File: config.mk
export PLATFORM = sky130hd
export DESIGN_NAME = squ_ker_wr_addr_gen
export DESIGN_NICKNAME = d
export VERILOG_FILES = /design/src/rtl/squ_ker_wr_addr_gen.sv
export SDC_FILE = /design/constraint.sdc
export NUM_CORES = 1
export LEC_CHECK = 0
export CAP_MARGIN = 10
export CORE_MARGIN = 5
export CORE_UTILIZATION = 51
export CTS_CLUSTER_DIAMETER = 80
export DETAILED_ROUTE_END_ITERATION = 10
export PLACE_DENSITY = 0.88
export RECOVER_POWER = 50
export SLEW_MARGIN = 20
export SYNTH_ARGS = -nofsm -noshare
export SYNTH_HDL_FRONTEND = slang
export SYNTH_SLANG_ARGS = --single-unit
export TNS_END_PERCENT = 10
File: constraint.sdc
create_clock -name clk_i -period 2.42 [get_ports clk_i]
set_input_delay 0.484 -clock clk_i [delete_from_list [all_inputs] [get_ports clk_i]]
set_output_delay 0.484 -clock clk_i [all_outputs]
set_load 0.005 [all_outputs]
File: src/rtl/squ_ker_wr_addr_gen.sv
// Squeeze-kernel write address generator: normal sweep plus optional double-window repeat sweep.
// Optional abort input is compiled in when SQU_WR_ABORT_EN is defined.
module squ_ker_wr_addr_gen #(
  parameter int ADDR_W = 12,
  parameter int LAYR_W = 6,
  parameter int REP_W  = 16
) (
  input  logic              clk_i,
  input  logic              rst_i,
  input  logic              start_i,
  input  logic              repeat_en_i,
  input  logic [ADDR_W-1:0] tot_addr_limit_i,
  input  logic [LAYR_W-1:0] one_ker_addr_limit_i,
  input  logic [REP_W-1:0]  tot_repeat_i,
  input  logic              wr_valid_i,
`ifdef SQU_WR_ABORT_EN
  input  logic              abort_i,
`endif
  output logic              wr_ready_o,
  output logic              wr_en_o,
  output logic [ADDR_W-1:0] wr_addr_o,
  output logic              layr_last_o,
  output logic              repeat_flag_o,
  output logic              busy_o,
  output logic              done_o,
  output logic              cfg_err_o
);

  typedef enum logic [1:0] {
    ST_IDLE   = 2'd0,
    ST_WRITE  = 2'd1,
    ST_REPEAT = 2'd2,
    ST_DONE   = 2'd3
  } state_t;

  state_t            state_q, state_d;
  logic [ADDR_W-1:0] addr_cnt_q, addr_cnt_d;
  logic [LAYR_W:0]   layr_cnt_q, layr_cnt_d;
  logic [REP_W-1:0]  win_cnt_q, win_cnt_d;
  logic [ADDR_W-1:0] tot_lim_q, tot_lim_d;
  logic [LAYR_W-1:0] one_ker_q, one_ker_d;
  logic [REP_W-1:0]  tot_rep_q, tot_rep_d;
  logic              rep_en_q, rep_en_d;
  logic              ready_q, ready_d;
  logic              busy_q, busy_d;
  logic              wr_en_q, wr_en_d;
  logic [ADDR_W-1:0] wr_addr_q, wr_addr_d;
  logic              layr_last_q, layr_last_d;
  logic              repeat_flag_q, repeat_flag_d;
  logic              done_q, done_d;
  logic              cfg_err_q, cfg_err_d;

  logic              abort_s;
  logic              beat_s;
  logic              addr_end_s;
  logic              layr_end_s;
  logic [LAYR_W:0]   layr_lim_s;

`ifdef SQU_WR_ABORT_EN
  assign abort_s = abort_i;
`else
  assign abort_s = 1'b0;
`endif

  assign beat_s     = wr_valid_i & ready_q;
  assign addr_end_s = (addr_cnt_q == tot_lim_q);
  assign layr_end_s = (layr_cnt_q == layr_lim_s);

  // Layer window limit; the repeat window is twice as long and needs the extra bit
  always_comb begin
    layr_lim_s = {1'b0, one_ker_q} - {{LAYR_W{1'b0}}, 1'b1};
    if (state_q == ST_REPEAT) begin
      layr_lim_s = {one_ker_q, 1'b0} - {{LAYR_W{1'b0}}, 1'b1};
    end else begin
      layr_lim_s = {1'b0, one_ker_q} - {{LAYR_W{1'b0}}, 1'b1};
    end
  end

  // Next-state, counter and output decode
  always_comb begin
    state_d       = state_q;
    addr_cnt_d    = addr_cnt_q;
    layr_cnt_d    = layr_cnt_q;
    win_cnt_d     = win_cnt_q;
    tot_lim_d     = tot_lim_q;
    one_ker_d     = one_ker_q;
    tot_rep_d     = tot_rep_q;
    rep_en_d      = rep_en_q;
    wr_en_d       = 1'b0;
    wr_addr_d     = wr_addr_q;
    layr_last_d   = 1'b0;
    repeat_flag_d = 1'b0;
    done_d        = 1'b0;
    cfg_err_d     = 1'b0;
    case (state_q)
      ST_IDLE: begin
        if (start_i) begin
          if (one_ker_addr_limit_i == {LAYR_W{1'b0}}) begin
            cfg_err_d = 1'b1;
          end else begin
            tot_lim_d  = tot_addr_limit_i;
            one_ker_d  = one_ker_addr_limit_i;
            tot_rep_d  = tot_repeat_i;
            rep_en_d   = repeat_en_i;
            addr_cnt_d = {ADDR_W{1'b0}};
            layr_cnt_d = {(LAYR_W+1){1'b0}};
            win_cnt_d  = {REP_W{1'b0}};
            state_d    = ST_WRITE;
          end
        end else begin
          state_d = ST_IDLE;
        end
      end
      ST_WRITE: begin
        if (abort_s) begin
          addr_cnt_d = {ADDR_W{1'b0}};
          layr_cnt_d = {(LAYR_W+1){1'b0}};
          win_cnt_d  = {REP_W{1'b0}};
          state_d    = ST_IDLE;
        end else if (beat_s) begin
          wr_en_d     = 1'b1;
          wr_addr_d   = addr_cnt_q;
          layr_last_d = layr_end_s | addr_end_s;
          if (addr_end_s) begin
            if (rep_en_q && (tot_rep_q != {REP_W{1'b0}})) begin
              addr_cnt_d    = {ADDR_W{1'b0}};
              layr_cnt_d    = {(LAYR_W+1){1'b0}};
              win_cnt_d     = {REP_W{1'b0}};
              repeat_flag_d = 1'b1;
              state_d       = ST_REPEAT;
            end else begin
              state_d = ST_DONE;
            end
          end else begin
            addr_cnt_d = addr_cnt_q + {{(ADDR_W-1){1'b0}}, 1'b1};
            layr_cnt_d = layr_end_s ? {(LAYR_W+1){1'b0}}
                                    : layr_cnt_q + {{LAYR_W{1'b0}}, 1'b1};
          end
        end else begin
          state_d = ST_WRITE;
        end
      end
      ST_REPEAT: begin
        if (abort_s) begin
          addr_cnt_d = {ADDR_W{1'b0}};
          layr_cnt_d = {(LAYR_W+1){1'b0}};
          win_cnt_d  = {REP_W{1'b0}};
          state_d    = ST_IDLE;
        end else if (beat_s) begin
          wr_en_d     = 1'b1;
          wr_addr_d   = addr_cnt_q;
          layr_last_d = layr_end_s;
          addr_cnt_d  = addr_end_s ? {ADDR_W{1'b0}}
                                   : addr_cnt_q + {{(ADDR_W-1){1'b0}}, 1'b1};
          if (layr_end_s) begin
            layr_cnt_d = {(LAYR_W+1){1'b0}};
            if (win_cnt_q == (tot_rep_q - {{(REP_W-1){1'b0}}, 1'b1})) begin
              state_d = ST_DONE;
            end else begin
              win_cnt_d = win_cnt_q + {{(REP_W-1){1'b0}}, 1'b1};
            end
          end else begin
            layr_cnt_d = layr_cnt_q + {{LAYR_W{1'b0}}, 1'b1};
          end
        end else begin
          state_d = ST_REPEAT;
        end
      end
      ST_DONE: begin
        done_d  = 1'b1;
        state_d = ST_IDLE;
      end
      default: begin
        state_d = ST_IDLE;
      end
    endcase
    ready_d = (state_d == ST_WRITE) || (state_d == ST_REPEAT);
    busy_d  = ready_d;
  end

  // State, counter, configuration and output registers
  always_ff @(posedge clk_i) begin
    if (rst_i) begin
      state_q       <= ST_IDLE;
      addr_cnt_q    <= {ADDR_W{1'b0}};
      layr_cnt_q    <= {(LAYR_W+1){1'b0}};
      win_cnt_q     <= {REP_W{1'b0}};
      tot_lim_q     <= {ADDR_W{1'b0}};
      one_ker_q     <= {LAYR_W{1'b0}};
      tot_rep_q     <= {REP_W{1'b0}};
      rep_en_q      <= 1'b0;
      ready_q       <= 1'b0;
      busy_q        <= 1'b0;
      wr_en_q       <= 1'b0;
      wr_addr_q     <= {ADDR_W{1'b0}};
      layr_last_q   <= 1'b0;
      repeat_flag_q <= 1'b0;
      done_q        <= 1'b0;
      cfg_err_q     <= 1'b0;
    end else begin
      state_q       <= state_d;
      addr_cnt_q    <= addr_cnt_d;
      layr_cnt_q    <= layr_cnt_d;
      win_cnt_q     <= win_cnt_d;
      tot_lim_q     <= tot_lim_d;
      one_ker_q     <= one_ker_d;
      tot_rep_q     <= tot_rep_d;
      rep_en_q      <= rep_en_d;
      ready_q       <= ready_d;
      busy_q        <= busy_d;
      wr_en_q       <= wr_en_d;
      wr_addr_q     <= wr_addr_d;
      layr_last_q   <= layr_last_d;
      repeat_flag_q <= repeat_flag_d;
      done_q        <= done_d;
      cfg_err_q     <= cfg_err_d;
    end
  end

  assign wr_ready_o    = ready_q;
  assign busy_o        = busy_q;
  assign wr_en_o       = wr_en_q;
  assign wr_addr_o     = wr_addr_q;
  assign layr_last_o   = layr_last_q;
  assign repeat_flag_o = repeat_flag_q;
  assign done_o        = done_q;
  assign cfg_err_o     = cfg_err_q;

endmodule

### After elaboration in Yosys (flattened, before gate mapping)

Index checks and enable logic that the tools add are counted.

| storage, ports and cells | value |
|---|---|
| logic and storage cells | 103 |
| bits of input ports | 39 |
| output and inout bits | 19 |
| flip-flop bits (word level) | 90 |

| cells by class | value |
|---|---|
| equal/unequal tests | 17 |
| reductions and logical operators | 14 |
| mux-type cells | 42 |
| add/sub/neg operators | 6 |
| bitwise gates (word level) | 9 |

Operators with widths:

| cell | number |
|---|---|
| $mux W16 | 8 |
| $mux W12 | 7 |
| $mux W7 | 8 |
| $pmux W16 S3 | 1 |
| $pmux W12 S3 | 1 |
| $pmux W7 S3 | 1 |
| $add A16 B1 Y16 const B | 1 |
| $eq A16 B16 Y1 | 1 |
| $ne A2 B2 Y1 const B | 8 |
| $reduce_bool A16 Y1 | 1 |
| $sub A16 B1 Y16 const B | 1 |
| $mux W2 | 7 |
| $add A12 B1 Y12 const B | 1 |
| $eq A12 B12 Y1 | 1 |
| $reduce_and A9 Y1 | 1 |
| $pmux W2 S4 | 1 |
| $add A7 B1 Y7 const B | 1 |
| $eq A7 B7 Y1 | 1 |
| $mux W1 | 7 |
| $not A1 Y1 | 7 |
| $sub A6 B1 Y7 const B | 1 |
| $sub A7 B1 Y7 const B | 1 |
| $eq A2 B2 Y1 const B | 3 |
| $logic_not A6 Y1 | 1 |
| other kinds (15) | 17 |

### Logic depth before layout (Yosys ltp)

| depth | value |
|---|---|
| word-level depth | 8 |
| depth in mapped cells | 13 |
| depth with buffers taken out | 11 |

### Worst setup path after synthesis

OpenSTA, ideal clock, no wires.

| timing path | value |
|---|---|
| path kind | register to register |
| from | reg state_q[0] |
| to | reg win_cnt_q[10] |
| clock period less this slack | 2.644 ns |
| arrival time | 2.573 ns |
| slack | -0.224 ns |
| stages on the path, launching flop included | 13 |
| buffers on the path | 2 |
| cell sequence | dfxtp_1 -> inv_1 -> ha_1 -> clkbuf_1 -> clkinv_1 -> o2111ai_1 -> nor4bb_1 -> nand4_1 -> a21oi_1 -> o2111a_1 -> buf_6 -> and3_4 -> mux2i_1 |

| between the ends | value |
|---|---|
| word-level cells in the longest chain between the ends | 5 |
| elaborated cells on any way between the ends | 16 |
| classes of those cells | 11 x eq/ne; 2 x mux; 3 x reduce/logical |

RTL lines:

| item | RTL line | text |
|---|---|---|
| start, declared | 36 | `state_t state_q, state_d;` |
| start signal, assigned | 201 | `state_q <= state_d;` |
| $eq A2 B2 Y1 | 72, 95 |  |
| $mux W7 | 72 | `if (state_q == ST_REPEAT) begin` |
| $eq A7 B7 Y1 | 67 | `assign layr_end_s = (layr_cnt_q == layr_lim_s);` |
| $ne A2 B2 Y1 (no source line) | - |  |
| $reduce_and A9 Y1 (no source line) | - |  |
| end signal, assigned | 187 | `win_cnt_q <= {REP_W{1'b0}};` |
| end signal, assigned | 204 | `win_cnt_q <= win_cnt_d;` |
| end, declared | 39 | `logic [REP_W-1:0] win_cnt_q, win_cnt_d;` |

Several ways; a longest one is shown, not always the timed one.
A chain may end at the register's enable or synchronous reset.

### Worst setup path in the final report

| timing path | value |
|---|---|
| from | reg tot_rep_q[2] |
| to | reg win_cnt_q[6] |

| between the ends | value |
|---|---|
| word-level cells in the longest chain between the ends | 4 |
| elaborated cells on any way between the ends | 7 |
| classes of those cells | 1 x add/sub; 3 x eq/ne; 3 x reduce/logical |

RTL lines:

| item | RTL line | text |
|---|---|---|
| start, declared | 42 | `logic [REP_W-1:0] tot_rep_q, tot_rep_d;` |
| start signal, assigned | 190 | `tot_rep_q <= {REP_W{1'b0}};` |
| start signal, assigned | 207 | `tot_rep_q <= tot_rep_d;` |
| $sub A16 B1 Y16 / $reduce_bool A16 Y1 (equally long branches) | 157, 125 |  |
| $eq A16 B16 Y1 / $logic_and A1 B1 Y1 (equally long branches) | 157, 125 |  |
| $ne A2 B2 Y1 (no source line) | - |  |
| $reduce_and A9 Y1 (no source line) (*) | - |  |

Mark *: on every way between the ends. The rest lies on a longest branch, timed or not.

==> reports/qor.csv <==
metric;value;unit
Layout fillers;604;
sequential fraction of the synthesis area;36.9;%
# hold bufs at CTS;0;
CTS Buffer Depth;2;
worst-path fanout max;6;
post-route worst setup slack;-0.352;ns
outcome;complete, but fails checks;
Final min period;2.77;ns
most used cell, CP;a21oi_2;
initial core utilization;52.7;%
antenna viol nets, final;0;
final setup violating endpoints;37;
clk slew on worst S/H paths;0.09;ns
hold crit path type;reg -> reg;
vias in the first global route;5359;
slowest cell on the critical path;or4_1;
Syn Inst Count;613;
Top delay family on crit path;compound AO/OA/AOI/OAI gates;
vias post-DR;5378;
IO buf count;57;
placed wire-length estimate;10300;um
Inserted Diodes;0;
count leader, synth;nand2_1;
router iterations before antenna repair;5;
first-pass GRT wire length;25000;um
Slew @ Worst Pin;0.904;ns
Final Core Density;74.2;%
Synth top area share;36.9;%
Inst Count DP;860;
Chip Height;108;um
CP endpoint kind;flip-flop;
critical-path cell list;or4_1 -> nor4_1 -> a32oi_2 -> a21oi_2 -> a21oi_2 -> o2111a_2 -> buf_6 -> a31o_2;
Synth Net Count;661;
top cells by area, synth;dfxtp_1, nand2_1, a21oi_1, xnor2_1, xor2_1;
most used flip-flop cell after synthesis;dfxtp_1;
final non-filler cell total;889;
kind of critical path;reg -> reg;
initial antenna violation count;0;
Routed WL;16800;um
Achievable Freq;361;MHz
Die ar.;11600;um2
final net count;803;
Critical Path Source Type;flip-flop;
Synth Cell Area;4890;um2
cts bufs inserted;9;
synthesized area per cell;7.97;um2
largest net degree at the start of global routing;38;
All-Layer GR Usage;26.6;%
WP buf/inv;1;
Rows;35;
Synth async-reset ratio;0;%
P_leak;2.68;nW
#FFs+latches synth;90;
Max Cap Violations;0;
chip width;108;um
Final GP Congestion;0.898;
Critical Path RT;2.69;ns
final slew viol count;0;
H-tree Lvls;3;
1st-iter DRT viols;551;
worst-case vdd ir drop;0.000399;V
per-cell routed wire length;19.0;um
Slew headroom;39.7;%
CTS tree;built;
Netlist cell types;64;
Synth Warn #;0;
Yosys top cell by area;dfxtp_1;
CP arrival;3.05;ns
core area;9280;um2
Post-synth EDFFs;0;
commonest cells in the netlist;nand2_1, dfxtp_1, a21oi_1;
Final Skew;0.0186;ns
DRC viols;0;
Worst-Skew Late Latency;0.39;ns
Power Density;529;nW/um2
worst stage delay on the critical path;0.56;ns
Tcrit/Tclk final;115;%
clk sinks;90;
fraction of layout cells with a size suffix above 1;27.8;%
total grt overflow;0;
RSZ-0062 raised after global routing;yes;
I/O pin count;58;
final hold violations;0;
Root Driver;clkbuf_8;
failing checks;setup timing;
post-DR vias/cell;6.05;
area delta synth->final;40.8;%
## worst reg2reg max path, stage by stage (launching register included)
cell and delay (ns):
dfxtp_2 0.37, or4_1 0.56, nor4_1 0.51, a32oi_2 0.14
a21oi_2 0.27, a21oi_2 0.13, o2111a_2 0.34, buf_6 0.14
a31o_2 0.21
## registers in the layout, summed over array words and instances (netlist names), 2 cells and up
name,cells
addr_cnt_q,12
layr_cnt_q,7
one_ker_q,6
state_q,2
tot_rep_q,16
win_cnt_q,16
tot_lim_q,12
wr_addr_o,12
## power breakdown
part	total [W]	switching, W	internal, W
logic	0.000766	0.000395	0.000371
clock network	0.00130	0.000606	0.000695
registers	0.00157	0.0000483	0.00152
## layout by cell type (no fill, tap or decap), types with 10 or more instances in the layout
master	n
xnor2_1	32
nand2b_1	10
clkdlybuf4s50_1	36
buf_4	94
a21oi_2	11
nor2_1	34
nand4_1	12
dfxtp_1	82
xor2_1	18
inv_1	13
and3_1	11
a21oi_1	54
dlygate4sd3_1	20
nand3_1	18
nand2_1	118
## layout make-up
type	instances	area, um2	area share (%)
Clock inverter	7	124	1.80
Sequential cell	90	1810	26.3
Tap cell	129	161	2.34
Clock buffer	9	124	1.80
Multi-Input combinational cell	476	3240	47.1
Timing Repair Buffer	160	1350	19.6
Inverter	18	68.8	0.999
## worst paths after layout
kind / cells after the start / start / slack [ns] / to
worst max register to register: 8 / tot_rep_q[2] / -0.35 / win_cnt_q[6]
worst max-delay path: 8 / tot_rep_q[2] / -0.35 / win_cnt_q[6]
worst min register to register: 2 / wr_addr_o[8] / 0.46 / wr_addr_o[8]
worst min-delay path: 2 / wr_addr_o[8] / 0.46 / wr_addr_o[8]
## per-stage QoR
step	setup slack, ns	cell area (um2)	power, W	hold WS (ns)	setup TNS [ns]
2_1_floorplan	-0.136	4950	0.00197	0.449	-0.675
3_3_place_gp	-0.405	6230	0.00221	0.450	-10.87
3_5_place_dp	-0.471	6230	0.00224	0.455	-12.62
4_1_cts	-0.234	6730	0.00355	0.471	-3.59
5_1_grt	-0.528	6890	0.00375	0.494	-11.63
6_report	-0.352	6890	0.00364	0.460	-7.46
## metal layers
metal | global-route usage (%) | up-vias | share of wire, % | wire [um]
met2 | 47.2 | 362 | 49 | 8180
met5 | 0 | - | 0 | 0
met3 | 4.26 | 100 | 8.5 | 1430
met1 | 30.6 | 2500 | 38 | 6340
li1 | - | 2416 | - | -
met4 | 13.7 | 0 | 5.3 | 899
## cell families after synthesis
| family | after synthesis | share of synthesized area (%) |
|---|---|---|
| adder cells (fa/ha/maj) | 9 | 2.30 |
| buffers and inverters | 48 | 4.17 |
| XOR/XNOR | 53 | 9.50 |
| flip-flops | 90 | 36.9 |
| multiplexers | 6 | 1.28 |
| AO/OA/AOI/OAI | 132 | 17.6 |
| AND/OR/NAND/NOR | 275 | 28.3 |
## repair_timing
| item | CTS | global route |
|---|---|---|
| resized for setup | 41 | 38 |
| setup endpoints to repair | 33 | 38 |
| cloned | 1 | 0 |
| pin swaps | 22 | 17 |
| setup buffers | 9 | 3 |
(Power assumes the default switching activity.)
